### src/rtl/cpu_pkg.sv
// cpu_pkg
// Shared definitions for the fetch/decode slice of the CPU:
//   - default address and data widths of the single-port instruction/data RAM
//   - instruction opcode encoding and field positions
//   - fetch FSM state encoding
//   - small helpers that slice instruction fields out of a word
package cpu_pkg;

  localparam int DEF_ADDR_W = 10;
  localparam int DEF_DATA_W = 32;

  // Instruction field positions
  localparam int OPC_HI = 31;
  localparam int OPC_LO = 27;
  localparam int RX_HI  = 9;
  localparam int RX_LO  = 5;
  localparam int RY_HI  = 4;
  localparam int RY_LO  = 0;

  typedef enum logic [4:0] {
    OP_MV  = 5'd0,
    OP_MVI = 5'd1,
    OP_ADD = 5'd2,
    OP_SUB = 5'd3,
    OP_LD  = 5'd4,
    OP_ST  = 5'd5,
    OP_AND = 5'd6,
    OP_OR  = 5'd7,
    OP_XOR = 5'd8,
    OP_NOT = 5'd9
  } opcode_t;

  typedef enum logic [2:0] {
    ISSUE     = 3'd0,
    CAP       = 3'd1,
    ISSUE_IMM = 3'd2,
    CAP_IMM   = 3'd3,
    HOLD      = 3'd4
  } fetch_state_t;

  function automatic logic [4:0] get_opcode(input logic [DEF_DATA_W-1:0] word);
    return word[OPC_HI:OPC_LO];
  endfunction

  function automatic logic [4:0] get_rx(input logic [DEF_DATA_W-1:0] word);
    return word[RX_HI:RX_LO];
  endfunction

  function automatic logic [4:0] get_ry(input logic [DEF_DATA_W-1:0] word);
    return word[RY_HI:RY_LO];
  endfunction

endpackage

### src/rtl/fetch_unit.sv
// fetch_unit
// Instruction fetch sequencer and arbiter for the single RAM port. Fetches
// the instruction word at pc (plus the immediate word that follows an mvi),
// presents the complete instruction downstream over valid/ready, and lets
// the decode/execute stage's ld/st accesses share the port.
//
// Ports:
//   clk, rst_n                 clock, asynchronous active-low reset
//   ram_wr_en/address/data_in  RAM command (combinational from state + request)
//   ram_data_out               RAM read data, one cycle after the address
//   instr_valid/instr_ready    downstream handshake
//   instr, imm, instr_pc       captured instruction, immediate (0 if none), address
//   dmem_req/we/addr/wdata     data access request from execute
//   dmem_gnt                   request accepted this cycle
//   dmem_rvalid/dmem_rdata     load data, one cycle after a load grant
module fetch_unit #(
  parameter int                ADDR_W   = cpu_pkg::DEF_ADDR_W,
  parameter int                DATA_W   = cpu_pkg::DEF_DATA_W,
  parameter logic [ADDR_W-1:0] RESET_PC = '0,
  parameter logic [4:0]        OPC_MVI  = 5'b00001
) (
  input  logic              clk,
  input  logic              rst_n,
  output logic              ram_wr_en,
  output logic [ADDR_W-1:0] ram_address,
  output logic [DATA_W-1:0] ram_data_in,
  input  logic [DATA_W-1:0] ram_data_out,
  output logic              instr_valid,
  input  logic              instr_ready,
  output logic [DATA_W-1:0] instr,
  output logic [DATA_W-1:0] imm,
  output logic [ADDR_W-1:0] instr_pc,
  input  logic              dmem_req,
  input  logic              dmem_we,
  input  logic [ADDR_W-1:0] dmem_addr,
  input  logic [DATA_W-1:0] dmem_wdata,
  output logic              dmem_gnt,
  output logic              dmem_rvalid,
  output logic [DATA_W-1:0] dmem_rdata
);

  import cpu_pkg::*;

  localparam logic [ADDR_W-1:0] PC_ONE = {{(ADDR_W-1){1'b0}}, 1'b1};

  fetch_state_t      state_q, state_d;
  logic [ADDR_W-1:0] pc_q, pc_d;
  logic [DATA_W-1:0] ir_q, ir_d;
  logic [DATA_W-1:0] imm_q, imm_d;
  logic [ADDR_W-1:0] ipc_q, ipc_d;
  logic              valid_q, valid_d;
  logic              rvalid_q, rvalid_d;

  logic              gnt_s;
  logic              ram_wr_en_s;
  logic [ADDR_W-1:0] ram_address_s;
  logic [DATA_W-1:0] ram_data_in_s;

  // Port arbitration: a data request wins the port in ISSUE and HOLD;
  // otherwise the port reads at pc (a harmless read outside fetch states).
  always_comb begin
    gnt_s = dmem_req & ((state_q == ISSUE) | (state_q == HOLD));
    if (gnt_s) begin
      ram_address_s = dmem_addr;
      ram_wr_en_s   = dmem_we;
      ram_data_in_s = dmem_wdata;
    end else begin
      ram_address_s = pc_q;
      ram_wr_en_s   = 1'b0;
      ram_data_in_s = '0;
    end
  end

  // Fetch sequencing and instruction capture.
  always_comb begin
    state_d = state_q;
    pc_d    = pc_q;
    ir_d    = ir_q;
    imm_d   = imm_q;
    ipc_d   = ipc_q;
    case (state_q)
      ISSUE: begin
        // A pending data request starves fetch until it drops.
        if (dmem_req) begin
          state_d = ISSUE;
        end else begin
          state_d = CAP;
        end
      end
      CAP: begin
        ir_d  = ram_data_out;
        ipc_d = pc_q;
        pc_d  = pc_q + PC_ONE;
        if (get_opcode(ram_data_out) == OPC_MVI) begin
          state_d = ISSUE_IMM;
        end else begin
          imm_d   = '0;
          state_d = HOLD;
        end
      end
      ISSUE_IMM: begin
        state_d = CAP_IMM;
      end
      CAP_IMM: begin
        imm_d   = ram_data_out;
        pc_d    = pc_q + PC_ONE;
        state_d = HOLD;
      end
      HOLD: begin
        // A grant in this same cycle is independent of the handshake.
        if (instr_ready) begin
          state_d = ISSUE;
        end else begin
          state_d = HOLD;
        end
      end
      default: begin
        state_d = ISSUE;
      end
    endcase
    // instr_valid is registered so it tracks HOLD without a decode on the output.
    valid_d  = (state_d == HOLD);
    rvalid_d = gnt_s & ~dmem_we;
  end

  // State and output registers.
  always_ff @(posedge clk or negedge rst_n) begin
    if (!rst_n) begin
      state_q  <= ISSUE;
      pc_q     <= RESET_PC;
      ir_q     <= '0;
      imm_q    <= '0;
      ipc_q    <= '0;
      valid_q  <= 1'b0;
      rvalid_q <= 1'b0;
    end else begin
      state_q  <= state_d;
      pc_q     <= pc_d;
      ir_q     <= ir_d;
      imm_q    <= imm_d;
      ipc_q    <= ipc_d;
      valid_q  <= valid_d;
      rvalid_q <= rvalid_d;
    end
  end

  assign ram_wr_en   = ram_wr_en_s;
  assign ram_address = ram_address_s;
  assign ram_data_in = ram_data_in_s;
  assign dmem_gnt    = gnt_s;

  assign instr_valid = valid_q;
  assign instr       = ir_q;
  assign imm         = imm_q;
  assign instr_pc    = ipc_q;
  assign dmem_rvalid = rvalid_q;
  // The RAM output register is the data register; gate it so rdata is 0 when idle.
  assign dmem_rdata  = rvalid_q ? ram_data_out : '0;

endmodule
### config.mk
export PLATFORM = sky130hd
export DESIGN_NAME = fetch_unit
export DESIGN_NICKNAME = d
export VERILOG_FILES = /design/src/rtl/cpu_pkg.sv /design/src/rtl/fetch_unit.sv
export SDC_FILE = /design/constraint.sdc
export NUM_CORES = 1
export LEC_CHECK = 0
export ABC_AREA = 0
export CAP_MARGIN = 20
export CORE_UTILIZATION = 39
export CTS_BUF_LIST = sky130_fd_sc_hd__clkbuf_4 sky130_fd_sc_hd__clkbuf_8
export DETAILED_ROUTE_END_ITERATION = 10
export GPL_ROUTABILITY_DRIVEN = 0
export PLACE_DENSITY_LB_ADDON = 0.3
export SYNTH_ARGS = -nofsm -noshare
export SYNTH_HDL_FRONTEND = slang
export SYNTH_SLANG_ARGS = --single-unit
### constraint.sdc
create_clock -name clk -period 2.02 [get_ports clk]
set_input_delay 0.202 -clock clk [delete_from_list [all_inputs] [get_ports clk]]
set_output_delay 0.202 -clock clk [all_outputs]
set_load 0.1 [all_outputs]
==> reports/summary.txt <==
=================================================================================================================
Total power ........................................................................................     0.0116 W
Final Hold Viols ...................................................................................            0
RSZ-0062 raised after global routing ...............................................................         true
Share of the synthesized area in compound gates (AO/OA/AOI/OAI) ....................................       0.0856
Slew margin rel. ...................................................................................        0.687
Synthesis Warnings .................................................................................            0
Startpoint-to-endpoint class of the critical path .................................................. flip-flop to output port
Static leakage power ...............................................................................      3.43 nW
FFs w/ async S/R, synth ............................................................................         1.00
Depth of the worst register-to-register path .......................................................            5
Horizontal extent of the die .......................................................................       102 um
Proportion of synthesized area in mux cells ........................................................        0.148
Simple-gate portion of the synthesized area ........................................................        0.144
Kind of start point of the critical path ...........................................................    flip-flop
Via count of the first global-routing pass .........................................................         3487
Count of maximum capacitance violations ............................................................            0
Area enclosed by the die boundary ..................................................................   10400 um^2
Die height .........................................................................................       102 um
Max rail drop VDD ..................................................................................    0.00110 V
Count of final setup violators .....................................................................            0
Cells after synthesis ..............................................................................          303
Top-Level Pins .....................................................................................          231
Final clock period utilization by the worst path ...................................................        0.995
Final Critical Period ..............................................................................      2.01 ns
Data arrival, critical path ........................................................................      1.81 ns
Row count ..........................................................................................           36
Area of the core ...................................................................................    9730 um^2
Via density per instance ...........................................................................         4.96
Post-route antenna net violation count .............................................................            0
Biggest fanout along the worst timing path .........................................................           10
Global-route wire length before repair .............................................................     18900 um
Maximum clock frequency ............................................................................      497 MHz
Most frequent cells in the layout .................................................................. dfrtp_1 (87), buf_4 (86), buf_12 (82)
Maximum root-to-sink buffer count ..................................................................            2
# placed instances .................................................................................          659
Fill cells .........................................................................................          609
Worst clock skew ...................................................................................    0.0129 ns
Average footprint of a synthesized cell ............................................................    12.8 um^2
Layout Nets ........................................................................................          625
Post-CTS clock slew at the launch and capture registers of the worst setup and hold paths ..........      0.10 ns
Maximum number of pins on one net before global-route repair .......................................           43
Main combinational cell family by area after synthesis ............................................. multiplexers
Routed wire per std cell ...........................................................................      18.4 um
Post-Synthesis Cell Area ...........................................................................    3890 um^2
Path class of the lowest-slack min-delay path ...................................................... input port to async pin
Clock tree from TritonCTS ..........................................................................        built
Initial standard-cell utilization of the core ......................................................        0.400
Area occupied by multi-input gates .................................................................    1720 um^2
Residual DRC .......................................................................................            0
Share of synthesized area occupied by flip-flops and latches .......................................        0.573
Total vias in the final route ......................................................................         3387
Area taken by flip-flops and latches ...............................................................    2230 um^2
Total power density per cell area .................................................................. 1550 nW/um^2
Area delta synth->final ............................................................................        91.5%
Remaining global-route overflow ....................................................................            0
Antenna cell count .................................................................................            0
Worst Hold Slack ...................................................................................     0.350 ns
Number of buffer cells added on primary ports ......................................................          230
Total count of max-transition violations in the final report .......................................            0
Xor and xnor area share after synthesis ............................................................       0.0203
Non-filler instance count after layout .............................................................          683
Most common cell after layout, fill and taps aside .................................................      dfrtp_1
H-tree level count .................................................................................            3
Top_reg_cell synth .................................................................................      dfrtp_1
Slew at the pin closest to its max-slew limit ......................................................     0.469 ns
Layout cells sized above 1 .........................................................................        0.562
Number of register bits inferred by synthesis ......................................................           89
Clock Sink Count ...................................................................................           89
Arithmetic-cell share of the synthesized area counting full adders, half adders and majority gates .      0.00322
Mapped Nets ........................................................................................          383
Starting DRT DRC Count .............................................................................           86
Count of TritonRoute iterations in the first routing pass ..........................................            6
Number of flops mapped to enable cells by yosys ....................................................            0
Status ............................................................................................. finished, final reports clean
Tot GR Track Use ...................................................................................        0.243
Routed WL ..........................................................................................     12600 um
TritonCTS buffer count .............................................................................            9
Number of different library cells in the post-synthesis netlist ....................................           29
Clock latency on the worst-skew pair ...............................................................      0.36 ns
Data required time of the worst path ...............................................................      1.82 ns
Final HPWL from detailed placement .................................................................      9400 um
Number of antenna violations at the first check in global routing ..................................            0
Type of destination of the critical path ...........................................................  output port
Clock root buffer ..................................................................................     clkbuf_8
=================================================================================================================
## cells in the mapped netlist (3+ instances only)
cell type / count / share of area
a22o_1: 32 / 0.072
and2_1: 66 / 0.11
buf_2: 6 / 0.0077
buf_4: 3 / 0.0058
clkbuf_1: 10 / 0.0097
dfrtp_1: 89 / 0.57
inv_1: 3 / 0.0029
mux2_2: 49 / 0.14
nand2_1: 8 / 0.0077
nor4_1: 4 / 0.0064
xnor2_1: 4 / 0.0090
xor2_1: 5 / 0.011
## path summary, 6_finish.rpt
check	end	from	slack, ns
max in group asynchronous	imm[11]$_DFFE_PN0P_	rst_n	1.07
setup / recovery	ram_address[8]	state_q[0]$_DFF_PN0_	0.01
hold / removal	imm[4]$_DFFE_PN0P_	rst_n	0.35
hold reg to reg	state_q[0]$_DFF_PN0_	state_q[2]$_DFF_PN0_	0.48
min in group clk	dmem_rvalid$_DFF_PN0_	dmem_we	0.40
setup reg to reg	imm[13]$_DFFE_PN0P_	state_q[1]$_DFF_PN0_	0.24
## metal layers
layer	vias up	share of wire	track usage
li1	1546	-	-
met1	1683	0.38	0.277
met2	146	0.52	0.426
met3	12	0.091	0.0862
met4	0	0.013	0.0802
met5	-	0	0
## final cells by class
class,count,area share
repair buffers,250,0.422
well taps,133,0.0223
clock inverters,7,0.00706
multi-input cells,192,0.231
inverters,3,0.00151
clock buffers,9,0.0166
flip-flops and latches,89,0.299
## state kept, by name (all words and copies together), names as in the netlist
| register | cells |
|---|---|
| imm | 32 |
| pc_q | 10 |
| instr_pc | 10 |
| state_q | 3 |
| dmem_rvalid | 1 |
| instr_valid | 1 |
| instr | 32 |
## worst max-delay path, stage by stage (launching register included)
cell     delay [ns]
dfrtp_2        0.43
nor3b_4        0.23
buf_4          0.15
buf_12         0.14
mux2_4         0.33
buf_12         0.17
## through the flow
step / utilization / area [um^2] / TNS (ns) / worst slack [ns]
4_1_cts: 0.761 / 7400 / 0 / 0.0121
2_1_floorplan: - / 3990 / 0 / 0.000328
6_report: 0.765 / 7450 / 0 / 0.00985
3_5_place_dp: 0.731 / 7110 / 0 / 0.101
5_1_grt: 0.765 / 7450 / -0.865 / -0.0702
3_3_place_gp: 0.731 / 7110 / 0 / 0.117
## repair_timing
action,4_1_cts,5_1_grt
hold endpoints to repair,35,0
pin swaps,1,1
endpoints found under the setup margin,17,43
buffers inserted,4,1
hold buffers,1,0
gates cloned,2,0
resized for setup,3,17
## report_power, final
group,switching (W),internal [W],total (W)
Clock,0.000669,0.000458,0.00113
Sequential,0.000304,0.00227,0.00257
Combinational,0.00560,0.00228,0.00788
## cell families (layout without fill, tap and decap cells)
kind of cell    count (synthesis)  in the layout
mux                            51             51
buf+inv                        22            269
compound gates                 38             38
flops                          89             89
xor+xnor                        9              9
fa+ha+maj                       1              1
simple gates                   93             93
Power figures use the tool's default switching activity.
